--- src/rtl/branch_hazard_if.sv ---
// Pipeline-side bundle for the branch hazard controller: ID/EX/MEM hazard inputs,
// front-end control outputs and statistics counters.
interface branch_hazard_if #(
    parameter int CNT_W = 16,
    parameter int REG_W = 5
);
    logic [1:0]       id_branch;
    logic             id_cmp_zero;
    logic [REG_W-1:0] id_rs;
    logic [REG_W-1:0] id_rt;
    logic             ex_reg_write;
    logic             ex_mem_read;
    logic [REG_W-1:0] ex_rd;
    logic             mem_reg_write;
    logic             mem_mem_read;
    logic [REG_W-1:0] mem_rd;
    logic             pc_write;
    logic             ifid_write;
    logic             ifid_flush;
    logic             idex_bubble;
    logic             pc_src;
    logic [CNT_W-1:0] branch_cnt;
    logic [CNT_W-1:0] taken_cnt;
    logic [CNT_W-1:0] stall_cnt;

    modport master (
        output id_branch, id_cmp_zero, id_rs, id_rt,
        output ex_reg_write, ex_mem_read, ex_rd,
        output mem_reg_write, mem_mem_read, mem_rd,
        input  pc_write, ifid_write, ifid_flush, idex_bubble, pc_src,
        input  branch_cnt, taken_cnt, stall_cnt
    );

    modport slave (
        input  id_branch, id_cmp_zero, id_rs, id_rt,
        input  ex_reg_write, ex_mem_read, ex_rd,
        input  mem_reg_write, mem_mem_read, mem_rd,
        output pc_write, ifid_write, ifid_flush, idex_bubble, pc_src,
        output branch_cnt, taken_cnt, stall_cnt
    );
endinterface

--- src/rtl/branch_hazard_controller.sv ---
// ID-stage branch resolution sequencer: stalls on EX/MEM RAW dependences,
// then redirects the PC and flushes IF/ID on a taken branch.
module branch_hazard_controller #(
    parameter int CNT_W = 16,
    parameter int REG_W = 5
) (
    input  logic            clk,
    input  logic            rst_n,
    branch_hazard_if.slave  bus
);
    typedef enum logic {RUN, STALL} state_t;

    localparam logic [REG_W-1:0] ZERO_REG = '0;

    state_t           state, state_next;
    logic [1:0]       stall_left, stall_left_next;
    logic [1:0]       need;
    logic             ex_match, mem_load_match;
    logic             stall, resolve, taken;
    logic [CNT_W-1:0] branch_q, taken_q, stall_q;

    function automatic logic [CNT_W-1:0] sat_inc(input logic [CNT_W-1:0] v);
        return (v == {CNT_W{1'b1}}) ? v : v + 1'b1;
    endfunction

    // A load's result reaches the ID comparator two cycles after EX, an ALU result one.
    always_comb begin
        ex_match = bus.ex_reg_write && (bus.ex_rd != ZERO_REG) &&
                   ((bus.ex_rd == bus.id_rs) || (bus.ex_rd == bus.id_rt));
        mem_load_match = bus.mem_reg_write && bus.mem_mem_read && (bus.mem_rd != ZERO_REG) &&
                         ((bus.mem_rd == bus.id_rs) || (bus.mem_rd == bus.id_rt));
        if (ex_match && bus.ex_mem_read)   need = 2'd2;
        else if (ex_match || mem_load_match) need = 2'd1;
        else                               need = 2'd0;
    end

    // NOTE: every output and next-state value gets a default first so no path infers a latch.
    always_comb begin
        state_next      = state;
        stall_left_next = stall_left;
        stall           = 1'b0;
        resolve         = 1'b0;
        taken           = 1'b0;
        unique case (state)
            RUN: begin
                if (bus.id_branch != 2'b00) begin
                    if (need != 2'd0) begin
                        stall = 1'b1;
                        if (need > 2'd1) begin
                            state_next      = STALL;
                            stall_left_next = need - 2'd1;
                        end
                    end else begin
                        resolve = 1'b1;
                        taken   = bus.id_cmp_zero;
                    end
                end
            end
            STALL: begin
                stall = 1'b1;
                if (stall_left == 2'd1) begin
                    state_next      = RUN;
                    stall_left_next = 2'd0;
                end else begin
                    stall_left_next = stall_left - 2'd1;
                end
            end
            default: ;
        endcase

        bus.pc_write    = !stall;
        bus.ifid_write  = !stall;
        bus.idex_bubble = stall;
        bus.pc_src      = taken;
        bus.ifid_flush  = taken;
    end

    // NOTE: sequential state uses non-blocking assignments so all registers update together.
    always_ff @(posedge clk or negedge rst_n) begin
        if (!rst_n) begin
            state      <= RUN;
            stall_left <= 2'd0;
            branch_q   <= '0;
            taken_q    <= '0;
            stall_q    <= '0;
        end else begin
            state      <= state_next;
            stall_left <= stall_left_next;
            if (resolve) branch_q <= sat_inc(branch_q);
            if (taken)   taken_q  <= sat_inc(taken_q);
            if (stall)   stall_q  <= sat_inc(stall_q);
        end
    end

    assign bus.branch_cnt = branch_q;
    assign bus.taken_cnt  = taken_q;
    assign bus.stall_cnt  = stall_q;
endmodule

--- src/flat_wrapper.sv ---
// flat-port wrapper written by rule: the top's interface ports become plain ports
module branch_hazard_controller_flat 
#(
    parameter int CNT_W = 16,
    parameter int REG_W = 5
)
  (clk, rst_n, bus_id_branch, bus_id_cmp_zero, bus_id_rs, bus_id_rt, bus_ex_reg_write, bus_ex_mem_read, bus_ex_rd, bus_mem_reg_write, bus_mem_mem_read, bus_mem_rd, bus_pc_write, bus_ifid_write, bus_ifid_flush, bus_idex_bubble, bus_pc_src, bus_branch_cnt, bus_taken_cnt, bus_stall_cnt);
  branch_hazard_if #(.CNT_W(CNT_W), .REG_W(REG_W)) bus_i ();
  input  logic clk;
  input  logic rst_n;
  input wire logic [$bits(bus_i.id_branch)-1:0] bus_id_branch;
  input wire logic [$bits(bus_i.id_cmp_zero)-1:0] bus_id_cmp_zero;
  input wire logic [$bits(bus_i.id_rs)-1:0] bus_id_rs;
  input wire logic [$bits(bus_i.id_rt)-1:0] bus_id_rt;
  input wire logic [$bits(bus_i.ex_reg_write)-1:0] bus_ex_reg_write;
  input wire logic [$bits(bus_i.ex_mem_read)-1:0] bus_ex_mem_read;
  input wire logic [$bits(bus_i.ex_rd)-1:0] bus_ex_rd;
  input wire logic [$bits(bus_i.mem_reg_write)-1:0] bus_mem_reg_write;
  input wire logic [$bits(bus_i.mem_mem_read)-1:0] bus_mem_mem_read;
  input wire logic [$bits(bus_i.mem_rd)-1:0] bus_mem_rd;
  output wire logic [$bits(bus_i.pc_write)-1:0] bus_pc_write;
  output wire logic [$bits(bus_i.ifid_write)-1:0] bus_ifid_write;
  output wire logic [$bits(bus_i.ifid_flush)-1:0] bus_ifid_flush;
  output wire logic [$bits(bus_i.idex_bubble)-1:0] bus_idex_bubble;
  output wire logic [$bits(bus_i.pc_src)-1:0] bus_pc_src;
  output wire logic [$bits(bus_i.branch_cnt)-1:0] bus_branch_cnt;
  output wire logic [$bits(bus_i.taken_cnt)-1:0] bus_taken_cnt;
  output wire logic [$bits(bus_i.stall_cnt)-1:0] bus_stall_cnt;
  assign bus_i.id_branch = bus_id_branch;
  assign bus_i.id_cmp_zero = bus_id_cmp_zero;
  assign bus_i.id_rs = bus_id_rs;
  assign bus_i.id_rt = bus_id_rt;
  assign bus_i.ex_reg_write = bus_ex_reg_write;
  assign bus_i.ex_mem_read = bus_ex_mem_read;
  assign bus_i.ex_rd = bus_ex_rd;
  assign bus_i.mem_reg_write = bus_mem_reg_write;
  assign bus_i.mem_mem_read = bus_mem_mem_read;
  assign bus_i.mem_rd = bus_mem_rd;
  assign bus_pc_write = bus_i.pc_write;
  assign bus_ifid_write = bus_i.ifid_write;
  assign bus_ifid_flush = bus_i.ifid_flush;
  assign bus_idex_bubble = bus_i.idex_bubble;
  assign bus_pc_src = bus_i.pc_src;
  assign bus_branch_cnt = bus_i.branch_cnt;
  assign bus_taken_cnt = bus_i.taken_cnt;
  assign bus_stall_cnt = bus_i.stall_cnt;
  branch_hazard_controller #(.CNT_W(CNT_W), .REG_W(REG_W)) u_core (.clk(clk), .rst_n(rst_n), .bus(bus_i));
endmodule
--- config.mk ---
export PLATFORM = sky130hd
export DESIGN_NAME = branch_hazard_controller_flat
export DESIGN_NICKNAME = d
export VERILOG_FILES = /design/src/rtl/branch_hazard_if.sv /design/src/rtl/branch_hazard_controller.sv /design/src/flat_wrapper.sv
export SDC_FILE = /design/constraint.sdc
export NUM_CORES = 1
export LEC_CHECK = 0
export CORE_MARGIN = 10
export CORE_UTILIZATION = 47
export DETAILED_ROUTE_END_ITERATION = 7
export GPL_TIMING_DRIVEN = 0
export PLACE_DENSITY_LB_ADDON = 0.05
export SLEW_MARGIN = 20
export SYNTH_ARGS = -nofsm -noshare
export SYNTH_HDL_FRONTEND = slang
export SYNTH_SLANG_ARGS = --single-unit
--- constraint.sdc ---
create_clock -name clk -period 3.1 [get_ports clk]
set_input_delay 0.62 -clock clk [delete_from_list [all_inputs] [get_ports clk]]
set_output_delay 0.62 -clock clk [all_outputs]
set_load 0.05 [all_outputs]
Word level (Yosys, flattened, before mapping)

Index checks and enable logic that the tools add are counted.

Input bits: 29
Register bits: 51
Logic and storage cells: 65
Output and inout bits: 53

Mux-type cells: 21
Magnitude comparators: 1
Add/sub/neg operators: 5
Reduce and logical (&&, ||, !) cells: 18
Bitwise gates (word level): 4
Eq/ne operators: 11

Operators with widths:

| cell                                                                 | count |
|---|---|
| 16-bit by 1-bit adder with 16-bit output, second input constant      | 3 |
| 16-bit == test, second input constant                                | 3 |
| 5-bit == test                                                        | 4 |
| 1-bit 2-to-1 mux                                                     | 13 |
| 2-bit 2-to-1 mux                                                     | 5 |
| 5-bit nonzero test                                                   | 2 |
| 1-bit logical AND                                                    | 6 |
| 2-bit by 1-bit != test with 1-bit output, second input constant      | 3 |
| 2-bit AND reduction                                                  | 3 |
| 1-bit NOT                                                            | 4 |
| 1-bit case mux with 2 select lines                                   | 2 |
| 2-bit case mux with 2 select lines                                   | 1 |
| 2-bit nonzero test                                                   | 2 |
| 2-bit by 1-bit subtractor with 2-bit output, second input constant   | 2 |
| 1-bit logical OR                                                     | 3 |
| 3-bit AND reduction                                                  | 1 |
| 2-bit by 1-bit == test with 1-bit output, second input constant      | 1 |
| 2-bit by 1-bit > comparator with 1-bit output, second input constant | 1 |
| 1-bit logical NOT                                                    | 1 |

Longest topological paths before layout

Depth in word-level cells: 11
Mapped depth: 12
Depth with buffers taken out: 11

Least setup slack after synthesis

Ideal clock, no wire load.

Path kind: input -> output
Start point: input port bus_ex_rd[0]
End point: output port bus_idex_bubble
Path slack: -0.669 ns
Path buffers: 0
Arrival: 3.149 ns
Stages: 7
Data required time: 2.480 ns
Cell sequence: or4_1 > o21a_1 > a31oi_1 > ha_1 > o21ba_2 > nor2_1 > inv_1

Cells in the longest elaborated chain, start to end: 10
Elaborated cells between the ends (all ways): 14
Classes of those cells: eq/ne (2); mux (5); reduce/logical (7)

Ends and longest elaborated chain:

| element                                                      | RTL line                                                       | text |
|---|---|---|
| from (decl)                                                  | flat_wrapper.sv:17                                             | `input wire logic [$bits(bus_i.ex_rd)-1:0] bus_ex_rd;` |
| 5-bit == test / 5-bit nonzero test (equally long branches)   | branch_hazard_controller.sv:29, branch_hazard_controller.sv:28 |  |
| 1-bit logical OR / 1-bit logical AND (equally long branches) | branch_hazard_controller.sv:29, branch_hazard_controller.sv:28 |  |
| 1-bit logical AND (*)                                        | branch_hazard_controller.sv:28                                 | `ex_match = bus.ex_reg_write && (bus.ex_rd != ZERO_REG) &&` |
| 1-bit logical OR                                             | branch_hazard_controller.sv:33                                 | `else if (ex_match \|\| mem_load_match) need = 2'd1;` |
| 1-bit 2-to-1 mux                                             | branch_hazard_controller.sv:33                                 |  |
| 2-bit 2-to-1 mux (*)                                         | branch_hazard_controller.sv:32                                 | `if (ex_match && bus.ex_mem_read) need = 2'd2;` |
| 2-bit nonzero test (*)                                       | branch_hazard_controller.sv:47                                 | `if (need != 2'd0) begin` |
| 1-bit 2-to-1 mux (*)                                         | branch_hazard_controller.sv:47                                 |  |
| 1-bit 2-to-1 mux (*)                                         | branch_hazard_controller.sv:46                                 | `if (bus.id_branch != 2'b00) begin` |
| 1-bit case mux with 2 select lines (*)                       | branch_hazard_controller.sv:44                                 | `unique case (state)` |
| to (decl)                                                    | flat_wrapper.sv:24                                             | `output wire logic [$bits(bus_i.idex_bubble)-1:0] bus_idex_bubble;` |

Mark *: on every way between the ends. The rest lies on a longest branch, timed or not.

Worst setup path in the final report

Start point: input port bus_ex_rd[3]
End point: output port bus_pc_src

Cells in the longest elaborated chain, start to end: 10
Elaborated cells between the ends (all ways): 14
Classes of those cells: eq/ne (2); mux (5); reduce/logical (7)

Ends and longest elaborated chain:

| element                                                      | RTL line                                                       | text |
|---|---|---|
| 5-bit == test / 5-bit nonzero test (equally long branches)   | branch_hazard_controller.sv:29, branch_hazard_controller.sv:28 |  |
| 1-bit logical OR / 1-bit logical AND (equally long branches) | branch_hazard_controller.sv:29, branch_hazard_controller.sv:28 |  |
| 1-bit logical AND (*)                                        | branch_hazard_controller.sv:28                                 |  |
| 1-bit logical OR                                             | branch_hazard_controller.sv:33                                 |  |
| 1-bit 2-to-1 mux                                             | branch_hazard_controller.sv:33                                 |  |
| 2-bit 2-to-1 mux (*)                                         | branch_hazard_controller.sv:32                                 |  |
| 2-bit nonzero test (*)                                       | branch_hazard_controller.sv:47                                 |  |
| 1-bit 2-to-1 mux (*)                                         | branch_hazard_controller.sv:47                                 |  |
| 1-bit 2-to-1 mux (*)                                         | branch_hazard_controller.sv:46                                 |  |
| 1-bit 2-to-1 mux (*)                                         | branch_hazard_controller.sv:44                                 |  |
| to (decl)                                                    | flat_wrapper.sv:25                                             | `output wire logic [$bits(bus_i.pc_src)-1:0] bus_pc_src;` |

Marks and branches as above.

==> impl_metrics.tcl <==
set metrics [dict create \
    status "finished with violations" \
    failed_checks "negative setup slack" \
    dieArea_um2 9170 \
    vdd_ir_drop_max_mv 0.538 \
    synth-main-ff-cell "dfrtp_1" \
    worst_slew_pin_slew_ps 549 \
    hold_path_class "in2async" \
    fin_worst_skew_ps 3.79 \
    slew_headroom_pct 63.1 \
    io_pins 82 \
    synthArstFlopShare_pct 100 \
    p_switching_mw 1.07 \
    p_per_area_nw_per_um2 650 \
    cts_root_buf "clkbuf_8" \
    dp_hpwl_um 5000 \
    nets 390 \
    path_clk_slew_ps 90 \
    yosysSeqAreaShare_pct 47.3 \
    rsz0062_at_grt "true" \
    drt_iter0_drc 45 \
    finalCritPeriodShare_pct 105 \
    finalNonFillerCells 429 \
    clk_latency_ps 300 \
    track_usage_pct 14.1 \
    internal_power_mw 1.45 \
    num_rows 27 \
    drcViolationCount 0 \
    final-setup-viol-count 4 \
    antenna_found_initial 0 \
    drv_slew 0 \
    critPathCaptureType "output port" \
    cp.arrival_ps 2630 \
    p_sw_share_pct 42.5 \
    grt_pass1_wl_um 10500 \
    crit_path_frequent_cell "buf_8" \
    drive_above_1_share_pct 16.5 \
    clock-sinks 51 \
    place.gp.congestion 0.797 \
    routed_wl_um 6480 \
    fin_ws_ps -148 \
    dr.pass1.iters 4 \
    pwr-share-seq_pct 38.0 \
    num_vias 2241 \
    critPathMaxFanout 2 \
    power.leakage_nw 1.62 \
    grt_util_met1_pct 16.7 \
    cts_buffers 5 \
    worst_hold_slack_ps 278 \
    diodes 0 \
    overflow 0 \
    ys_ff_latch 51 \
    max_clock_freq_mhz 308 \
    die_w_um 95.8 \
    die_h_um 95.8 \
    setup.worst_path.class "in2out" \
    p_comb_share_pct 43.6 \
    syn-cell-area_um2 2700 \
    htree_levels 2 \
    synth.most_common_cell "dfrtp_1" \
    synth_edf_count 0 \
    crit_chain "buf_8, or4_4, o21a_4, a221oi_4, a31oi_4, ha_2, and2b_2, nand3b_1, inv_2, buf_6, buf_8" \
    yosysUniqueCellTypes 39 \
    syn_nets 293 \
    grt_pass1_vias 2191 \
    fp.coreArea_um2 5540 \
    wl_per_cell_um 15.1 \
    synthTopCellsByArea "dfrtp_1, xnor2_1, xor2_1" \
    max_stage_delay_ps 530 \
    grt_max_degree 31 \
    cp.required_ps 2480 \
    ant_nets 0 \
    maxCapViolations 0 \
    cts_tree "yes" \
    synth_top_area_cell "dfrtp_1" \
    hold_buffers 0 \
    avgViaCountPerCell 5.22 \
    start_kind "input port" \
    power_mw 2.53 \
    yosysWarnings 0 \
    fin_setup_tns_ps -320 \
    hold_viol_final 0 \
    syn_area_per_cell_um2 10.4 \
    pwr-share-clk_pct 18.4 \
    synthToLayoutAreaGrowth_pct 44.2 \
    min_period_ps 3250 \
    grt_use_met2_pct 23.9 \
    synthTopCellsByCount "dfrtp_1, xnor2_1, nand2_1" \
    dp.cells 413 \
    syn-instance-count 259 \
    numPortBuffers 81 \
    met3_usage_pct 5.29 \
    clk_path_buf_depth 2 \
    final_core_util_pct 70.2 \
    busiest_layer "met2" \
    initial_utilization_pct 48.7 \
    yosysTopAreaCellShare_pct 47.3 \
    critPathSlowestCell "or4_4" \
]
## cell usage in the layout, fill, tap and decap left out, types with 2 or more instances in the layout
master and count:
inv_1 5, buf_2 4, nor4_1 3, buf_6 4
clkbuf_8 5, nand3_1 20, xor2_1 16, and3_1 8
a211oi_1 4, nand4_1 16, dlygate4sd2_1 9, buf_8 5
mux2_2 3, clkdlybuf4s50_1 55, inv_2 2, a31oi_2 2
buf_4 12, or4_4 3, clkdlybuf4s15_1 2, nor3_1 5
nor2_1 15, a31oi_4 2, a21oi_1 4, ha_1 4
nand2_1 25, dfrtp_1 51, xnor2_1 47
## sequential cells by signal, summed over array words and instances (netlist names)
| register | flops |
|---|---|
| u_core.bus.branch_cnt | 16 |
| u_core.bus.stall_cnt | 16 |
| u_core.bus.taken_cnt | 16 |
| u_core.stall_left | 2 |
| u_core.state | 1 |
## per-layer routing
metal | vias to the layer above | wire, µm
met5 | - | 0
met4 | 0 | 56
met3 | 5 | 543
met2 | 54 | 3230
met1 | 1076 | 2650
li1 | 1106 | -
## layout make-up
type,count,area (µm²)
Buffer,4,37.5
Fill cell,450,1650
Clock inverter,3,43.8
Sequential cell,51,1280
Timing Repair Buffer,90,880
Tap cell,72,90.1
Clock buffer,5,68.8
Inverter,7,26.3
Multi-Input combinational cell,197,1470
## cell families (layout without fill, tap and decap cells)
logic type | after synthesis | count (layout) | share of synthesized area, %
buffers and inverters | 11 | 109 | 1.99
DFF | 51 | 51 | 47.3
AOI/OAI and AO/OA | 21 | 21 | 5.98
adders and majority gates | 5 | 5 | 2.32
and+or+nand+nor | 105 | 105 | 20.7
xor gates and xnor gates | 63 | 63 | 20.5
muxes | 3 | 3 | 1.25
## what timing repair did
| action | 4_1_cts | 5_1_grt |
|---|---|---|
| endpoints found under the setup margin | 47 | 33 |
| pin swaps | 12 | 12 |
| setup buffers | 6 | 2 |
| resized for setup | 95 | 15 |
## power by group through the flow
stage / sequential, mW / clock (mW) / combinational [mW]
after global placement: 0.968 / 0 / 1.06
after floorplan: 1.33 / 0 / 0.319
final: 0.961 / 0.465 / 1.10
after global routing: 0.987 / 0.508 / 1.18
after CTS: 0.962 / 0.484 / 1.11
after detailed placement: 0.974 / 0 / 1.08
## stage by stage
step / setup WS [ps] / area [µm²]
final: -148 / 3890
after global routing: -229 / 3890
after CTS: -143 / 3810
after detailed placement: -1220 / 3620
after global placement: -1180 / 3610
after floorplan: -166 / 2710
## critical path: cells and delay by family
kind / cells / cell delay, ps
compound gates: 3 / 570
simple gates: 3 / 840
fa+ha+maj: 1 / 190
buf+inv: 4 / 400
## path summary, 6_finish.rpt
check	start	endpoint	slack, ps	cells past startpoint
max reg2reg	u_core.bus.branch_cnt[0]	u_core.bus.branch_cnt[1]	1140	5
min reg2reg	u_core.bus.stall_cnt[15]	u_core.bus.stall_cnt[15]	500	1
max	bus_ex_rd[3]	bus_pc_src	-150	11
min	rst_n	u_core.bus.branch_cnt[9]	280	1
max in group asynchronous	rst_n	u_core.stall_left[1]	2300	2
min in group clk	u_core.bus.stall_cnt[15]	u_core.bus.stall_cnt[15]	500	1
No activity file was read; power rests on OpenSTA's default activity.
